File: src/rtl/vend_coin_encoder.sv
// Coin/cancel front end for the vending FSM: synchronizes and debounces three
// raw sensors, queues rising-edge events in a 4-deep FIFO and serializes them on {i,j}.
module vend_coin_encoder #(
  parameter int DB_CYCLES = 4
) (
  input  logic       clk,
  input  logic       rst,
  input  logic       coin_a_raw,
  input  logic       coin_b_raw,
  input  logic       cancel_raw,
  input  logic       x,
  input  logic       y,
  output logic       i,
  output logic       j,
  output logic       busy,
  output logic [2:0] pend_cnt,
  output logic       ovf
);

  typedef enum logic [1:0] {
    ST_IDLE  = 2'd0,
    ST_DRIVE = 2'd1,
    ST_GAP   = 2'd2
  } state_t;

  localparam logic [3:0] DB_LAST = 4'(DB_CYCLES - 1);

  // Source bit order: [0] coin A, [1] coin B, [2] cancel.
  logic [2:0] w_raw;
  logic [2:0] r_sync1;
  logic [2:0] r_sync2;
  logic [3:0] r_db_cnt [3];
  logic [3:0] w_db_cnt_nxt [3];
  logic [2:0] r_db_lvl;
  logic [2:0] w_db_lvl_nxt;
  logic [2:0] w_rise;

  logic [2:0] r_pend;
  logic [2:0] w_sel;
  logic [1:0] w_code;
  logic       w_push;
  logic       w_drop;

  logic [1:0] r_mem [4];
  logic [1:0] r_wr_ptr;
  logic [1:0] r_rd_ptr;
  logic [2:0] r_count;
  logic       w_full;
  logic       w_pop;

  state_t     r_state;
  state_t     w_state_nxt;
  logic [1:0] r_ij;
  logic [1:0] w_ij_nxt;
  logic       r_ovf;

  assign w_raw = {cancel_raw, coin_b_raw, coin_a_raw};

  // NOTE: sequential state uses non-blocking assignments so every flop samples
  // pre-edge values; blocking here would collapse the two synchronizer stages.
  always_ff @(posedge clk or posedge rst) begin
    if (rst) begin
      r_sync1 <= '0;
      r_sync2 <= '0;
    end else begin
      r_sync1 <= w_raw;
      r_sync2 <= r_sync1;
    end
  end

  // NOTE: every always_comb output gets a default before any branch, so no
  // path leaves a signal unassigned and no latch is inferred.
  always_comb begin
    w_db_lvl_nxt = r_db_lvl;
    w_rise       = '0;
    for (int k = 0; k < 3; k++) begin
      w_db_cnt_nxt[k] = '0;
      if (r_sync2[k] != r_db_lvl[k]) begin
        if (r_db_cnt[k] == DB_LAST) begin
          w_db_lvl_nxt[k] = r_sync2[k];
          w_rise[k]       = r_sync2[k];
        end else begin
          w_db_cnt_nxt[k] = r_db_cnt[k] + 4'd1;
        end
      end
    end
  end

  always_ff @(posedge clk or posedge rst) begin
    if (rst) begin
      r_db_lvl <= '0;
      for (int k = 0; k < 3; k++) r_db_cnt[k] <= '0;
    end else begin
      r_db_lvl <= w_db_lvl_nxt;
      for (int k = 0; k < 3; k++) r_db_cnt[k] <= w_db_cnt_nxt[k];
    end
  end

  // Highest-priority pending source is served every cycle: pushed if there is
  // room (a same-cycle pop frees a slot), otherwise dropped and flagged.
  always_comb begin
    w_sel  = 3'b000;
    w_code = 2'b00;
    if (r_pend[2]) begin
      w_sel  = 3'b100;
      w_code = 2'b11;
    end else if (r_pend[1]) begin
      w_sel  = 3'b010;
      w_code = 2'b10;
    end else if (r_pend[0]) begin
      w_sel  = 3'b001;
      w_code = 2'b01;
    end
  end

  assign w_full = (r_count == 3'd4);
  assign w_push = (|r_pend) && (!w_full || w_pop);
  assign w_drop = (|r_pend) && w_full && !w_pop;

  always_ff @(posedge clk or posedge rst) begin
    if (rst) begin
      r_pend <= '0;
      r_ovf  <= 1'b0;
    end else begin
      r_pend <= (r_pend & ~w_sel) | w_rise;
      if (w_drop) r_ovf <= 1'b1;
    end
  end

  // NOTE: the FIFO storage is not reset; the pointers and count define which
  // entries are valid, so stale contents are never observed.
  always_ff @(posedge clk) begin
    if (w_push) r_mem[r_wr_ptr] <= w_code;
  end

  always_ff @(posedge clk or posedge rst) begin
    if (rst) begin
      r_wr_ptr <= '0;
      r_rd_ptr <= '0;
      r_count  <= '0;
    end else begin
      if (w_push) r_wr_ptr <= r_wr_ptr + 2'd1;
      if (w_pop)  r_rd_ptr <= r_rd_ptr + 2'd1;
      case ({w_push, w_pop})
        2'b10:   r_count <= r_count + 3'd1;
        2'b01:   r_count <= r_count - 3'd1;
        default: r_count <= r_count;
      endcase
    end
  end

  // Transmit FSM: the code is loaded into the output register on the
  // IDLE->DRIVE edge, and cleared again on the DRIVE->GAP edge.
  always_comb begin
    w_state_nxt = r_state;
    w_pop       = 1'b0;
    w_ij_nxt    = 2'b00;
    case (r_state)
      ST_IDLE: begin
        if ((r_count != 3'd0) && !x && !y) begin
          w_pop       = 1'b1;
          w_ij_nxt    = r_mem[r_rd_ptr];
          w_state_nxt = ST_DRIVE;
        end
      end
      ST_DRIVE: w_state_nxt = ST_GAP;
      ST_GAP:   w_state_nxt = ST_IDLE;
      default:  w_state_nxt = ST_IDLE;
    endcase
  end

  always_ff @(posedge clk or posedge rst) begin
    if (rst) begin
      r_state <= ST_IDLE;
      r_ij    <= 2'b00;
    end else begin
      r_state <= w_state_nxt;
      r_ij    <= w_ij_nxt;
    end
  end

  assign i        = r_ij[1];
  assign j        = r_ij[0];
  assign busy     = (r_state != ST_IDLE);
  assign pend_cnt = r_count;
  assign ovf      = r_ovf;

endmodule

File: config.mk
export PLATFORM = sky130hd
export DESIGN_NAME = vend_coin_encoder
export DESIGN_NICKNAME = d
export VERILOG_FILES = /design/src/rtl/vend_coin_encoder.sv
export SDC_FILE = /design/constraint.sdc
export NUM_CORES = 1
export LEC_CHECK = 0
export BUFFER_PORTS_ARGS = -buffer_cell sky130_fd_sc_hd__buf_2
export CAP_MARGIN = 40
export CELL_PAD_IN_SITES_DETAIL_PLACEMENT = 0
export CELL_PAD_IN_SITES_GLOBAL_PLACEMENT = 1
export CORE_UTILIZATION = 48
export DETAILED_ROUTE_END_ITERATION = 8
export MAX_ROUTING_LAYER = met4
export PLACE_DENSITY = 0.74
export SETUP_SLACK_MARGIN = 0.3
export SLEW_MARGIN = 20
export SYNTH_ARGS = -nofsm -noshare
export SYNTH_HDL_FRONTEND = slang
export SYNTH_SLANG_ARGS = --single-unit
export TNS_END_PERCENT = 30
File: constraint.sdc
create_clock -name clk -period 2.9 [get_ports clk]
set_input_delay 0.58 -clock clk [delete_from_list [all_inputs] [get_ports clk]]
set_output_delay 0.58 -clock clk [all_outputs]
set_load 0.02 [all_outputs]
* Yosys cells after proc, flatten, opt, wreduce, memory -nomap -nowiden
Memory sizes are Yosys's and may differ from the RTL's. Index checks and enable logic that the tools add are counted.
Storage, ports and cells: logic and storage cells 82, RAM bits 8, register bits after elaboration 36, memories 1
Operators by class: bitwise gates (word level) 3, equality and inequality tests 11, $add $sub $neg 7, reductions and logical operators 18, multiplexer cells 27
Memories:
- r_mem | words 4, width 2, rd ports 1, clocked after Yosys merged registers in 0, write ports 1, line 44 | logic [1:0] r_mem [4];
Operator list (count):
- $mux 4 | 6
- $add 4x1->4 const B | 3
- $eq 4x2->1 const B | 3
- $mux 1 | 12
- $mux 2 | 6
- $pmux 3 s2 | 1
- $reduce_and 2->1 | 3
- $logic_and 1x1->1 | 5
- $add 2x1->2 const B | 2
- $eq 2x1->1 const B | 2
- $logic_not 1->1 | 4
- $pmux 2 s2 | 1
- $reduce_bool 2->1 | 2
- $add 3x1->3 const B | 1
- $and 3x3->3 | 1
- $eq 3x3->1 const B | 1
- $mux 3 | 1
- $ne 1x1->1 | 3
- $not 3->3 | 1
- $or 3x3->3 | 1
- $reduce_bool 3->1 | 1
- $reduce_or 3->1 | 1
- $sub 3x1->3 const B | 1
- $eq 2x2->1 const B | 1
- other kinds (3) | 3

* Longest topological paths before layout
Gate-level depths: netlist (run 1).
depth after elaboration 9, gate-level depth with buffers 9, gate-level depth less buffers 8

* Worst setup path before layout (run 1)
No wires, ideal clock.
path type input port to flip-flop, from in x, to reg r_count[1], in the netlist pend_cnt[1], buffers on the path 1, data arrival time 2.242 ns, path slack 0.529 ns, cell stages on the path 8, required time 2.771 ns, cells stage by stage or4_4 > buf_6 > nor2_4 > nand2_1 > fa_1 > inv_1 > o31ai_1 > o21ai_1
Between the ends: longest elaborated chain between the ends 9, elaborated cells between the ends (all ways) 11, classes of those cells eq/ne: 2; mux: 3; reduce/logical: 6
RTL lines:
- start, declared | line 11 | input logic x,
- $logic_not 1->1 (*) | line 160 | if ((r_count != 3'd0) && !x && !y) begin
- $logic_and 1x1->1 (*) (2 in a row) | line 160
- $mux 1 (*) | line 160
- $mux 1 (*) | line 158 | case (r_state)
- $logic_or 1x1->1 | line 117 | assign w_push = (|r_pend) && (!w_full || w_pop);
- $logic_and 1x1->1 | line 117
- $eq 2x1->1 / $eq 2x2->1 (equally long branches) | line 144 | case ({w_push, w_pop})
- $pmux 3 s2 / $reduce_bool 2->1 (equally long branches)
- end signal, assigned | line 145 | 2'b10: r_count <= r_count + 3'd1;
- end signal, assigned | line 146 | 2'b01: r_count <= r_count - 3'd1;
- end signal, assigned | line 147 | default: r_count <= r_count;
- end, declared | line 47 | logic [2:0] r_count;
Mark *: on every way between the ends. The rest lies on a longest branch, timed or not. A chain may end at the register's enable or synchronous reset.

* Final worst setup path (run 1)
from reg r_state[1], to reg r_count[1], in the netlist pend_cnt[1]
Between the ends: longest elaborated chain between the ends 6, elaborated cells between the ends (all ways) 8, classes of those cells eq/ne: 2; mux: 2; reduce/logical: 4
RTL lines:
- start, declared | line 51 | state_t r_state;
- start signal, assigned | line 177 | r_state <= w_state_nxt;
- $logic_not 2->1 (*) | line 158
- $mux 1 (*) | line 158
- $logic_or 1x1->1 | line 117
- $logic_and 1x1->1 | line 117
- $eq 2x1->1 / $eq 2x2->1 (equally long branches) | line 144
- $pmux 3 s2 / $reduce_bool 2->1 (equally long branches)
Marked as above.

==> flow_metrics.py, run 1 <==
metrics = {
    "drt": {
        "drt_wl_total_mm": 2.72,
        "first_pass_iters": 4,
        "dr.first_iter.drc_count": 38,
        "drcViolationCount": 0,
        "num_vias": 1107,
        "via_per_inst": 5.17,
        "ant_nets": 0,
        "post_drt_wl_per_cell_um": 12.7,
    },
    "layout": {
        "final_util": 0.561,
        "finalNetCount": 181,
        "drive_gt1_frac": 0.211,
        "antenna_cells": 0,
        "areaGrowthSynthToFinish_pct": 10.4,
        "stdcell_count": 214,
        "final_cell_area_um2": 2100,
    },
    "global_route": {
        "antenna_found_initial": 0,
        "grt_util_all_layers": 0.161,
        "grt_max_degree": 37,
        "first_global_vias": 1107,
        "grt_pass1_wl_mm": 4.86,
        "grt-ovfl-total": 0,
    },
    "pwr": {
        "clkPwrFrac": 0.197,
        "p_int_w": 0.00117,
        "irDropWorstVdd_mv": 0.465,
        "power_switching_share": 0.336,
        "seqPwrFrac": 0.508,
        "p_comb_frac": 0.295,
        "power_density_nw_per_um2": 836,
        "p_leak_nw": 0.949,
        "power.switching_w": 0.000590,
    },
    "timing": {
        "setup_ws_ns": 0.539,
        "min_period_ns": 2.36,
        "max_slew_margin": 0.683,
        "setup_violations": 0,
        "finalSetupTns_ns": 0,
        "finalCritPeriodShare": 0.814,
        "final_hold_viol_count": 0,
        "finalClockSkew_ns": 0.00698,
        "fmax_mhz": 424,
        "drv_slew": 0,
        "tightest_slew_ns": 0.471,
        "rsz0062_at_grt": "false",
    },
    "clock_tree": {
        "cts_tree": "yes",
        "htreeDepth": 2,
        "clkSinkCount": 44,
        "numCtsBuffers": 5,
        "holdBufCountCts": 0,
        "clk_latency_ns": 0.28,
        "cts_buffer_depth": 2,
        "cts_setup_buffers": 0,
        "clk_pin_slew_worst_paths_ns": 0.08,
        "post_cts_resized": 0,
        "cts-root-buf": "clkbuf_8",
    },
    "yosys": {
        "synth_flop_cell": "dfrtp_1",
        "ys_async_sr_fraction": 0.818,
        "synth_fp_nets": 161,
        "yosys_warnings": 0,
        "synth_top_area_frac": 0.473,
        "synth.cell_area_um2": 1900,
        "synth_seq_cells": 44,
        "synth.avg_cell_area_um2": 13.0,
        "synth_most_common_cell": "dfrtp_1",
        "ys_top_cells_by_count": "dfrtp_1 (36), inv_1 (10), edfxtp_1 (8), nor2_1 (8), ha_1 (7)",
        "synth_largest_area_cell": "dfrtp_1",
        "syn_inst": 146,
        "synthDistinctLibCells": 41,
        "synth.top_cells.by_area": "dfrtp_1 (47%), edfxtp_1 (13%), ha_1 (4.6%)",
        "synth_edf_count": 8,
        "yosysSeqAreaShare": 0.600,
    },
    "placement": {
        "dp_cells": 207,
        "io_buffers": 13,
        "post-place-ws_ns": 0.291,
        "placed_area_um2": 2020,
        "gp_congestion": 0.740,
        "dpl.hpwl_mm": 2.04,
    },
    "critical_path": {
        "worst_setup_path_end_kind": "flop",
        "r2r_setup_slack_ns": 0.54,
        "critical_path_class": "reg -> reg",
        "start_kind": "flop",
        "cp_top_family": "simple AND/OR/NAND/NOR gates",
        "path_buf_inv": 1,
        "crit_chain": "or4_4 -> nor2_4 -> nand2_1 -> fa_1 -> inv_1 -> o31ai_1 -> o21ai_1",
        "cp_max_fo": 6,
        "cp_slowest_cell": "or4_4",
        "arrival_ns": 2.51,
        "max_stage_delay_ns": 0.62,
        "worstPathRequired_ns": 3.05,
    },
    "outcome": {
        "status": "finished, final reports clean",
    },
    "floorplanning": {
        "chipHeight_um": 65.0,
        "num_rows": 22,
        "dieArea_um2": 4220,
        "ios": 14,
        "placeableCoreArea_um2": 3740,
        "initial_core_util": 0.508,
        "dieWidth_um": 65.0,
    },
    "worst_hold_path": {
        "min_path_type": "reg -> reg",
    },
    "flow_run": {
        "cap_violations": 0,
    },
}
sequential cells by signal (all words and copies together) (netlist names):
| name | count |
|---|---|
| r_pend | 3 |
| r_rd_ptr | 2 |
| r_sync1 | 3 |
| ovf | 1 |
| r_ij | 2 |
| r_state | 2 |
| r_db_cnt | 12 |
| r_db_lvl | 3 |
| r_sync2 | 3 |
| pend_cnt | 3 |
| r_mem | 8 |
| r_wr_ptr | 2 |
layout make-up:
type / instances / area (µm²)
Multi-Input combinational cell: 91 / 713
Tap cell: 48 / 60.1
Timing Repair Buffer: 14 / 72.6
Clock buffer: 7 / 76.3
Inverter: 10 / 37.5
Fill cell: 344 / 1640
Sequential cell: 44 / 1140
path summary, 6_finish.rpt:
path / start / end / cells past startpoint
min in group asynchronous: rst / r_sync1[2]$_DFF_PP0_ / 3
hold / removal: r_sync1[0]$_DFF_PP0_ / r_sync2[0]$_DFF_PP0_ / 0
setup reg to reg: r_state[1]$_DFFE_PP0P_ / pend_cnt[1]$_DFFE_PP0P_ / 7
setup / recovery: r_state[1]$_DFFE_PP0P_ / pend_cnt[1]$_DFFE_PP0P_ / 7
hold reg to reg: r_sync1[0]$_DFF_PP0_ / r_sync2[0]$_DFF_PP0_ / 0
max in group asynchronous: rst / r_pend[1]$_DFF_PP0_ / 3
power by group through the flow:
stage | Sequential, W | Combinational [W] | Clock [W]
floorplan | 0.000915 | 0.000380 | 0
global placement | 0.000895 | 0.000503 | 0
detailed placement | 0.000907 | 0.000525 | 0
CTS | 0.000893 | 0.000530 | 0.000363
global route | 0.000916 | 0.000593 | 0.000388
finish | 0.000893 | 0.000519 | 0.000346
stage by stage:
step	hold WS, ns	total power, W
after floorplan	0.331	0.00129
after global placement	0.333	0.00140
after detailed placement	0.336	0.00143
after CTS	0.353	0.00179
after global routing	0.357	0.00190
final	0.351	0.00176
cell families after synthesis:
kind of cell / after synthesis / synth area share
buf+inv: 11 / 0.0256
mux: 4 / 0.0355
flops: 44 / 0.600
simple gates: 50 / 0.160
xor+xnor: 10 / 0.0460
compound gates: 19 / 0.0769
fa+ha+maj: 8 / 0.0565
cells in the final DEF, fill, tap and decap left out, types with 3 or more instances in the layout:
master,synthesis,routed
clkbuf_8,0,5
o21ai_0,5,5
edfxtp_1,8,8
buf_2,0,13
nand2_1,5,5
nand3_1,4,4
dfrtp_1,36,36
ha_1,7,7
nor3b_1,3,3
nor3_1,5,5
inv_1,10,10
nor2_1,8,8
and2_2,4,4
xor2_1,4,4
nor2b_1,3,3
xnor2_1,6,6
metal layers:
metal,global-route usage,wire length (µm),vias to the layer above
li1,-,-,548
met1,0.189,1280,542
met2,0.259,1340,15
met3,0.0493,78,2
met4,0.0639,19,0
met5,-,0,-
Power figures use the tool's default switching activity.
==> inputs of run 2 (changes only) <==
CORE_UTILIZATION = 43   (was 48)
PLACE_DENSITY = 0.7   (was 0.74)
clock period = 1.97 ns   (was 2.9 ns; I/O delays follow)
==> run 2 against run 1 <==
The flow now finishes with violations (setup timing). Worst hold slack got worse by 0.16 ns. Via count up 3.8%. Sequential share of layout area decreased by 3.6 points. Global-route usage decreased by 1.5 points. Final area increased by 7.0%. Critical path depth is the same. Critical path type unchanged.
==> flow_metrics.py, run 2 (synthesis results as in run 1) <==
metrics = {
    "outcome": {
        "status": "complete, but fails checks",
        "violations": "setup timing",
    },
    "timing": {
        "setup_ws_ns": -0.0211,
        "finalClockSkew_ns": 0.00645,
        "min_period_ns": 1.99,
        "worst_hold_slack_ns": 0.194,
        "setup_violations": 9,
        "final_hold_viol_count": 0,
        "fmax_mhz": 502,
        "finalCritPeriodShare": 1.01,
        "drv_slew": 0,
        "max_slew_margin": 0.703,
        "finalSetupTns_ns": -0.0494,
        "tightest_slew_ns": 0.445,
        "rsz0062_at_grt": "true",
    },
    "clock_tree": {
        "cts_tree": "yes",
        "htreeDepth": 2,
        "clkSinkCount": 44,
        "cts_buffer_depth": 2,
        "clk_pin_slew_worst_paths_ns": 0.08,
        "cts-root-buf": "clkbuf_8",
        "clk_latency_ns": 0.29,
        "numCtsBuffers": 5,
    },
    "flow_run": {
        "cap_violations": 0,
    },
    "pwr": {
        "p_comb_frac": 0.343,
        "power_switching_share": 0.336,
        "clkPwrFrac": 0.192,
        "irDropWorstVdd_mv": 0.449,
        "seqPwrFrac": 0.465,
        "p_int_w": 0.00183,
        "power.switching_w": 0.000928,
        "p_leak_nw": 1.01,
        "power_density_nw_per_um2": 1230,
    },
    "placement": {
        "io_buffers": 13,
        "post-place-ws_ns": -0.219,
        "dpl.hpwl_mm": 2.09,
        "gp_congestion": 0.712,
    },
    "floorplanning": {
        "placeableCoreArea_um2": 4120,
        "initial_core_util": 0.462,
        "dieArea_um2": 4700,
        "dieWidth_um": 68.5,
        "num_rows": 23,
        "chipHeight_um": 68.5,
        "ios": 14,
    },
    "layout": {
        "mostFrequentLayoutCells": "dfrtp_1 (36), buf_2 (12)",
        "largest_reg_flops": 12,
        "drive_gt1_frac": 0.303,
        "multiInputGateArea_um2": 747,
        "nFillCells": 369,
        "antenna_cells": 0,
        "seq_area_um2": 1140,
        "mostFrequentLayoutCell": "dfrtp_1",
        "areaGrowthSynthToFinish_pct": 18.1,
        "finalNetCount": 192,
        "regMostFlops": "r_db_cnt",
        "top_regs": "r_db_cnt (12), r_mem (8)",
    },
    "critical_path": {
        "critical_path_class": "reg -> reg",
        "start_kind": "flop",
        "rr_worst_depth": 7,
        "r2r-start": "r_state[0]$_DFFE_PP0P_",
        "r2r-end": "pend_cnt[1]$_DFFE_PP0P_",
        "worst_setup_path_end_kind": "flop",
        "worstPathRequired_ns": 2.14,
        "cp_max_fo": 2,
        "arrival_ns": 2.17,
        "r2r_setup_slack_ns": -0.02,
    },
    "global_route": {
        "grt_max_degree": 37,
        "grt_util_all_layers": 0.146,
        "antenna_found_initial": 0,
        "grt-ovfl-total": 0,
        "first_global_vias": 1152,
        "grt_pass1_wl_mm": 4.73,
    },
    "drt": {
        "dr.first_iter.drc_count": 27,
        "post_drt_wl_per_cell_um": 12.5,
        "num_vias": 1149,
        "drcViolationCount": 0,
        "first_pass_iters": 2,
        "drt_wl_total_mm": 2.86,
        "ant_nets": 0,
        "via_per_inst": 5.04,
    },
    "worst_hold_path": {
        "min_path_type": "in -> async",
    },
}
## run 2: changes by cell type in the layout (fill, tap and decap cells not counted), moves of 2 or more
cell / delta
and2_4: +4
inv_2: +2
buf_6: +5
inv_1: -2
and2_2: -4
buf_4: +7
## run 2: repair_timing
action,4_1_cts,5_1_grt
hold buffers,0,0
pin swaps,6,7
endpoints found under the setup margin,12,14
resized for setup,10,7
gates cloned,0,0
setup buffers,4,1
## run 2: worst max-delay path by stage
stage | from | to | slack [ns] | cells after the start
floorplan | r_state[1]$_DFFE_PP0P_ | pend_cnt[1]$_DFFE_PP0P_ | -0.21 | 8
global placement | x | pend_cnt[1]$_DFFE_PP0P_ | -0.14 | 8
detailed placement | x | pend_cnt[2]$_DFFE_PP0P_ | -0.22 | 8
CTS | r_state[0]$_DFFE_PP0P_ | pend_cnt[1]$_DFFE_PP0P_ | -0.1 | 7
global route | r_state[0]$_DFFE_PP0P_ | pend_cnt[1]$_DFFE_PP0P_ | -0.11 | 7
finish | r_state[0]$_DFFE_PP0P_ | pend_cnt[1]$_DFFE_PP0P_ | -0.02 | 7
## run 2: cell type report
class / count / share of cell area
Clock buffer: 6 / 0.0323
Tap cell: 50 / 0.0278
Timing Repair Buffer: 25 / 0.0785
Inverter: 10 / 0.0167
Clock inverter: 2 / 0.00501
Sequential cell: 44 / 0.508
Multi-Input combinational cell: 91 / 0.332
## run 2: layer usage
metal,track usage,wire (µm)
met2,0.244,1460
met1,0.156,1260
met4,0.0625,44
met3,0.0543,94
met5,-,0
## run 2: power by group through the flow
stage | Sequential [W] | Clock [W] | Combinational, W
2_1_floorplan | 0.00135 | 0 | 0.000565
3_3_place_gp | 0.00129 | 0 | 0.000821
3_5_place_dp | 0.00131 | 0 | 0.000856
4_1_cts | 0.00128 | 0.000555 | 0.000920
5_1_grt | 0.00131 | 0.000594 | 0.00105
6_report | 0.00128 | 0.000529 | 0.000946
## run 2: metrics by stage
step	instances	util	total power, W	area (µm²)
after floorplan	146	-	0.00191	1910
after global placement	215	0.504	0.00211	2080
after detailed placement	215	0.504	0.00216	2080
after CTS	227	0.539	0.00276	2220
after global routing	228	0.546	0.00296	2250
final	228	0.546	0.00276	2250
## run 2: worst max-delay path, stage by stage (launching register included)
cell     delay [ns]
dfrtp_1        0.38
or4_4          0.50
nor2_4         0.11
nand2_2        0.06
fa_2           0.54
inv_2          0.04
o31ai_2        0.16
o21ai_1        0.08
